### src/rtl/button_conditioner_if.sv
// Bus carrying raw keys into the button conditioner and its conditioned outputs back out.
// The conditioner itself connects through the slave modport.
interface button_conditioner_if #(
   parameter int N_BTN = 2
);
   logic [N_BTN-1:0] btn_n;
   logic [N_BTN-1:0] btn_level;
   logic [N_BTN-1:0] btn_press;
   logic [N_BTN-1:0] btn_release;
   logic             combo_active;
   logic             combo_reset;

   modport master (
      output btn_n,
      input  btn_level, btn_press, btn_release, combo_active, combo_reset
   );

   modport slave (
      input  btn_n,
      output btn_level, btn_press, btn_release, combo_active, combo_reset
   );
endinterface

### src/rtl/button_conditioner.sv
// N-channel push-button front end: synchroniser, debounce, press/release pulses and a held-combo reset.
// Optional auto-repeat of press pulses is enabled by defining BTN_AUTOREPEAT_EN.
module button_conditioner #(
   parameter int               N_BTN         = 2,
   parameter int               DEBOUNCE_CYC  = 16,
   parameter logic [N_BTN-1:0] COMBO_MASK    = '1,
   parameter int               COMBO_HOLD    = 8,
   parameter int               REPEAT_DELAY  = 10,
   parameter int               REPEAT_PERIOD = 5
) (
   input logic                 Clk,
   input logic                 Reset,
   button_conditioner_if.slave bus
);

   localparam int DB_W = $clog2(DEBOUNCE_CYC);
   localparam int CC_W = $clog2(COMBO_HOLD + 1);
   // The IDLE cycle that detects the combo counts as the first held cycle.
   localparam int FIRE_AT = (COMBO_HOLD >= 2) ? COMBO_HOLD - 2 : 0;

   if (DEBOUNCE_CYC < 2) begin : g_bad_debounce
      $error("button_conditioner: DEBOUNCE_CYC must be >= 2");
   end
   if (COMBO_HOLD < 1 || COMBO_MASK == '0) begin : g_bad_combo
      $error("button_conditioner: COMBO_HOLD must be >= 1 and COMBO_MASK nonzero");
   end
   if (REPEAT_DELAY < 1 || REPEAT_PERIOD < 1) begin : g_bad_repeat
      $error("button_conditioner: REPEAT_DELAY and REPEAT_PERIOD must be >= 1");
   end

   typedef enum logic [1:0] {IDLE, ARM, FIRED} combo_state_t;

   logic [N_BTN-1:0] sync1, sync2, sync;
   logic [N_BTN-1:0] level, press_q, release_q;
   logic [DB_W-1:0]  cnt [N_BTN];
   logic [N_BTN-1:0] rep_pulse;
   logic [N_BTN-1:0] press_out, release_out;
   logic [CC_W-1:0]  combo_cnt;
   combo_state_t     state, state_next;
   logic             held, mask_any, fire, active;

   assign sync = ~sync2;

   always_ff @(posedge Clk) begin
      if (Reset) begin
         sync1     <= '1;
         sync2     <= '1;
         level     <= '0;
         press_q   <= '0;
         release_q <= '0;
         for (int i = 0; i < N_BTN; i++) cnt[i] <= '0;
      end else begin
         sync1     <= bus.btn_n;
         sync2     <= sync1;
         press_q   <= '0;
         release_q <= '0;
         for (int i = 0; i < N_BTN; i++) begin
            if (sync[i] == level[i]) begin
               cnt[i] <= '0;
            end else if (cnt[i] == DB_W'(DEBOUNCE_CYC - 1)) begin
               level[i]     <= sync[i];
               press_q[i]   <= sync[i];
               release_q[i] <= ~sync[i];
               cnt[i]       <= '0;
            end else begin
               cnt[i] <= cnt[i] + DB_W'(1);
            end
         end
      end
   end

   assign held     = ((level & COMBO_MASK) == COMBO_MASK);
   assign mask_any = |(level & COMBO_MASK);
   assign fire     = (state == ARM) && held && (combo_cnt == CC_W'(FIRE_AT));

   always_ff @(posedge Clk) begin
      if (Reset) begin
         state     <= IDLE;
         combo_cnt <= '0;
      end else begin
         state <= state_next;
         if (state == ARM && held) combo_cnt <= combo_cnt + CC_W'(1);
         else                      combo_cnt <= '0;
      end
   end

   always_comb begin
      state_next = state;
      case (state)
         IDLE:    if (held) state_next = ARM;
         ARM:     if (!held) state_next = IDLE;
                  else if (fire) state_next = FIRED;
         FIRED:   if (!mask_any) state_next = IDLE;
         default: state_next = IDLE;
      endcase
   end

`ifdef BTN_AUTOREPEAT_EN
   localparam int RP_W = $clog2(REPEAT_DELAY + REPEAT_PERIOD + 1);
   logic [RP_W-1:0] rep_cnt [N_BTN];

   // The counter parks on REPEAT_DELAY after each period so every repeat hits one compare value.
   always_ff @(posedge Clk) begin
      if (Reset) begin
         for (int i = 0; i < N_BTN; i++) rep_cnt[i] <= '0;
      end else begin
         for (int i = 0; i < N_BTN; i++) begin
            if (!level[i])
               rep_cnt[i] <= '0;
            else if (rep_cnt[i] == RP_W'(REPEAT_DELAY + REPEAT_PERIOD - 1))
               rep_cnt[i] <= RP_W'(REPEAT_DELAY);
            else
               rep_cnt[i] <= rep_cnt[i] + RP_W'(1);
         end
      end
   end

   always_comb begin
      rep_pulse = '0;
      for (int i = 0; i < N_BTN; i++)
         rep_pulse[i] = level[i] && (rep_cnt[i] == RP_W'(REPEAT_DELAY)) &&
                        !(COMBO_MASK[i] && state != IDLE);
   end
`else
   assign rep_pulse = '0;
`endif

   always_comb begin
      active      = (state == FIRED);
      press_out   = press_q | rep_pulse;
      release_out = release_q & ~({N_BTN{active}} & COMBO_MASK);
   end

   assign bus.btn_level    = level;
   assign bus.btn_press    = press_out;
   assign bus.btn_release  = release_out;
   assign bus.combo_active = active;
   assign bus.combo_reset  = fire;

endmodule

### src/flat_wrapper.sv
// flat-port wrapper written by rule: the top's interface ports become plain ports
module button_conditioner_flat 
#(
   parameter int               N_BTN         = 2,
   parameter int               DEBOUNCE_CYC  = 16,
   parameter logic [N_BTN-1:0] COMBO_MASK    = '1,
   parameter int               COMBO_HOLD    = 8,
   parameter int               REPEAT_DELAY  = 10,
   parameter int               REPEAT_PERIOD = 5
)
  (Clk, Reset, bus_btn_n, bus_btn_level, bus_btn_press, bus_btn_release, bus_combo_active, bus_combo_reset);
  button_conditioner_if #(.N_BTN(N_BTN)) bus_i ();
  input logic Clk;
  input logic Reset;
  input wire logic [$bits(bus_i.btn_n)-1:0] bus_btn_n;
  output wire logic [$bits(bus_i.btn_level)-1:0] bus_btn_level;
  output wire logic [$bits(bus_i.btn_press)-1:0] bus_btn_press;
  output wire logic [$bits(bus_i.btn_release)-1:0] bus_btn_release;
  output wire logic [$bits(bus_i.combo_active)-1:0] bus_combo_active;
  output wire logic [$bits(bus_i.combo_reset)-1:0] bus_combo_reset;
  assign bus_i.btn_n = bus_btn_n;
  assign bus_btn_level = bus_i.btn_level;
  assign bus_btn_press = bus_i.btn_press;
  assign bus_btn_release = bus_i.btn_release;
  assign bus_combo_active = bus_i.combo_active;
  assign bus_combo_reset = bus_i.combo_reset;
  button_conditioner #(.N_BTN(N_BTN), .DEBOUNCE_CYC(DEBOUNCE_CYC), .COMBO_MASK(COMBO_MASK), .COMBO_HOLD(COMBO_HOLD), .REPEAT_DELAY(REPEAT_DELAY), .REPEAT_PERIOD(REPEAT_PERIOD)) u_core (.Clk(Clk), .Reset(Reset), .bus(bus_i));
endmodule
### config.mk
export PLATFORM = sky130hd
export DESIGN_NAME = button_conditioner_flat
export DESIGN_NICKNAME = d
export VERILOG_FILES = /design/src/rtl/button_conditioner_if.sv /design/src/rtl/button_conditioner.sv /design/src/flat_wrapper.sv
export SDC_FILE = /design/constraint.sdc
export NUM_CORES = 1
export LEC_CHECK = 0
export ABC_AREA = 0
export CAP_MARGIN = 10
export CORE_MARGIN = 5
export CORE_UTILIZATION = 50
export DETAILED_ROUTE_END_ITERATION = 16
export PLACE_DENSITY = 0.73
export SLEW_MARGIN = 0
export SYNTH_ARGS = -nofsm -noshare
export SYNTH_HDL_FRONTEND = slang
export SYNTH_SLANG_ARGS = --single-unit
### constraint.sdc
create_clock -name Clk -period 2.2 [get_ports Clk]
set_input_delay 0.22 -clock Clk [delete_from_list [all_inputs] [get_ports Clk]]
set_output_delay 0.22 -clock Clk [all_outputs]
set_load 0.1 [all_outputs]
==> flow_metrics.py <==
metrics = {
    "outcome": {
        "status": "completed",
    },
    "final_layout": {
        "final_cell_mix": "dfxtp_1, nor2_1, edfxtp_1, conb_1, buf_4",
        "fillers": 170,
        "layout.area.seq_sq_um": 561,
        "drive_gt1_share_pct": 14.7,
        "nets": 118,
        "antenna_cells": 0,
        "multi_input_area_sq_um": 398,
        "synthToLayoutAreaGrowth_pct": 19.4,
        "layout_commonest_cell": "dfxtp_1",
        "instances_no_fill": 134,
    },
    "synth": {
        "synth_cell_type_count": 24,
        "synth-compound-area-share_pct": 4.35,
        "muxShareOfSynthArea_pct": 0,
        "synth_simple_gate_area_share_pct": 22.5,
        "synth_top_family_by_area": "simple AND/OR/NAND/NOR gates",
        "syn_inst": 88,
        "ys_seq_elements": 24,
        "synth_top_area_share_pct": 33.7,
        "postSynthAreaPerCell_sq_um": 10.8,
        "synth_adder_area_share_pct": 5.27,
        "yosys_warnings": 0,
        "ys_seq_area_share_pct": 59.0,
        "synthTopCellsByArea": "dfxtp_1, edfxtp_1, ha_1, nor2_1, xor2_1",
        "synthXorXnorAreaFrac_pct": 6.46,
        "syn_area_sq_um": 950,
        "yosys.area.top_type": "dfxtp_1",
    },
    "drt": {
        "wl_per_cell_um": 10.5,
        "routed_via_density": 4.70,
        "vias": 630,
        "drc_errors": 0,
        "drt_wl_total_um": 1410,
        "drt_iter0_drc": 8,
        "drtAntennaViolNets": 0,
        "drt_first_pass_iters": 4,
    },
    "grt": {
        "antenna_found_initial": 0,
        "grt.total_usage_pct": 11.6,
        "grt_pass1_vias": 593,
        "globalRouteOverflowTotal": 0,
        "grt_max_degree": 16,
        "grt_first_pass_wirelength_um": 2410,
    },
    "floorplan": {
        "die_h_um": 53.6,
        "die_x_um": 53.6,
        "initial_core_util_pct": 53.8,
        "die-area_sq_um": 2870,
        "boundaryPins": 12,
        "rows": 15,
        "core-area_sq_um": 1760,
    },
    "worst_setup_path": {
        "slowest_stage": "dfxtp_1",
        "arrival_ns": 1.54,
        "path_class": "reg -> out",
        "startpoint_type": "flip-flop",
        "slowest_delay_ns": 0.40,
        "cp.required_ns": 1.98,
        "cp_cell_sequence": "inv_1 > ha_1 > and4b_1 > and3_2 > buf_12",
        "worst_setup_path_end_kind": "primary output",
        "cp_max_fo": 4,
    },
    "timing": {
        "fin_tns_setup_ns": 0,
        "slew_viol_final": 0,
        "setup_viol": 0,
        "setup_slack_ns": 0.436,
        "worst_clock_skew_ns": 0.00172,
        "hold_ws_ns": 0.430,
        "rsz0062_at_grt": "no",
        "period_share_pct": 80.2,
        "min_period_ns": 1.76,
        "finalHoldViolCount": 0,
        "max_freq_mhz": 567,
    },
    "power": {
        "pwr-share-comb_pct": 4.5,
        "power_density_nw_per_um2": 618,
        "p_int_w": 0.000553,
        "p_seq_share_pct": 67.9,
        "p_sw_w": 0.000147,
        "clockPowerShare_pct": 27.6,
        "total_power_w": 0.000700,
        "p_sw_share_pct": 21.0,
        "vdd_ir_drop_max_mv": 0.354,
        "p_leak_nw": 0.468,
    },
    "placement": {
        "gp_congestion": 0.685,
        "dp_hpwl_um": 1090,
        "io_buffer_count": 11,
        "place_inst": 130,
        "place_ws_ns": 0.583,
    },
    "cts": {
        "cts_hold_buf": 0,
        "clk_pin_slew_ns": 0.12,
        "insertion_delay_ns": 0.30,
        "cts_root_buf": "clkbuf_4",
        "cts_tree": "yes",
        "cts_resized": 0,
        "post_cts_buffers": 0,
        "htree_levels": 1,
        "numCtsBuffers": 3,
        "clock-sinks": 24,
        "cts_buffer_depth": 2,
    },
    "job": {
        "drv_cap": 0,
    },
    "worst_hold_path": {
        "hold_path_class": "reg -> reg",
    },
}
==> cell families (layout without fill, tap and decap cells) <==
kind of cell             count (synthesis)  in the layout
other                                    1              8
flip-flops                              24             24
AND/OR/NAND/NOR                         41             41
adder cells (fa/ha/maj)                  4              4
AO/OA/AOI/OAI                            6              6
XOR/XNOR                                 7              7
buffers and inverters                    5             19
==> state kept, by name, summed over array words and instances, names as in the netlist <==
register / flops
u_core.cnt: 8
u_core.combo_cnt: 4
u_core.bus.btn_level: 2
u_core.bus.btn_press: 2
u_core.release_q: 2
u_core.state: 2
u_core.sync1: 2
u_core.sync2: 2
==> stage by stage <==
step           utilization, %  area (sq um)
2_1_floorplan               -           977
3_3_place_gp             62.8          1110
3_5_place_dp             62.8          1110
4_1_cts                  64.3          1130
5_1_grt                  64.3          1130
6_report                 64.3          1130
==> metal layers <==
layer / routed length [um] / global-route usage, % / part of all wire [%] / up-vias
li1: - / - / - / 332
met1: 723 / 15.3 / 51 / 282
met2: 595 / 18.6 / 42 / 14
met3: 77 / 2.77 / 5.5 / 2
met4: 12 / 3.83 / 0.85 / 0
met5: 0 / 0 / 0 / -
==> final timing paths <==
check                            from                to  slack (ns)  depth (start not counted)
setup / recovery  u_core.combo_cnt[0]   bus_combo_reset        0.44                          5
hold / removal        u_core.sync1[0]   u_core.sync2[0]        0.43                          1
setup reg to reg     u_core.cnt[1][0]  u_core.cnt[1][3]        0.69                          4
hold reg to reg       u_core.sync1[0]   u_core.sync2[0]        0.43                          1
==> power by group through the flow <==
| stage | clock network, W | registers, W | logic (W) |
|---|---|---|---|
| after floorplan | 0 | 0.000486 | 0.0000194 |
| after global placement | 0 | 0.000485 | 0.0000304 |
| after detailed placement | 0 | 0.000486 | 0.0000312 |
| after CTS | 0.000200 | 0.000476 | 0.0000315 |
| after global routing | 0.000218 | 0.000477 | 0.0000359 |
| final | 0.000193 | 0.000476 | 0.0000318 |
==> Yosys cell counts <==
cell type / number
a211o_1: 1
a211oi_1: 3
a21oi_1: 2
and2_1: 2
and3_1: 4
and4b_1: 1
clkbuf_1: 1
conb_1: 1
dfxtp_1: 16
edfxtp_1: 8
ha_1: 4
inv_1: 4
nand2_1: 2
nand2b_1: 1
nand3_1: 5
nor2_1: 13
nor2b_1: 2
nor3_1: 4
nor4b_1: 1
or2_1: 1
or2_2: 4
or3_1: 1
xnor2_1: 3
xor2_1: 4
==> worst max-delay path: cells and delay by family, from the launching register on <==
kind          cells  cell delay (ns)
flops             1             0.40
simple gates      2             0.43
fa+ha+maj         1             0.18
buf+inv           2             0.22
==> cell type report <==
cell class,instances,share of cell area (%)
repair buffers,11,9.05
multi-input cells,66,35.1
clock buffers,4,2.32
inverters,4,1.32
well taps,25,2.76
flip-flops and latches,24,49.4
Power figures use the tool's default switching activity.
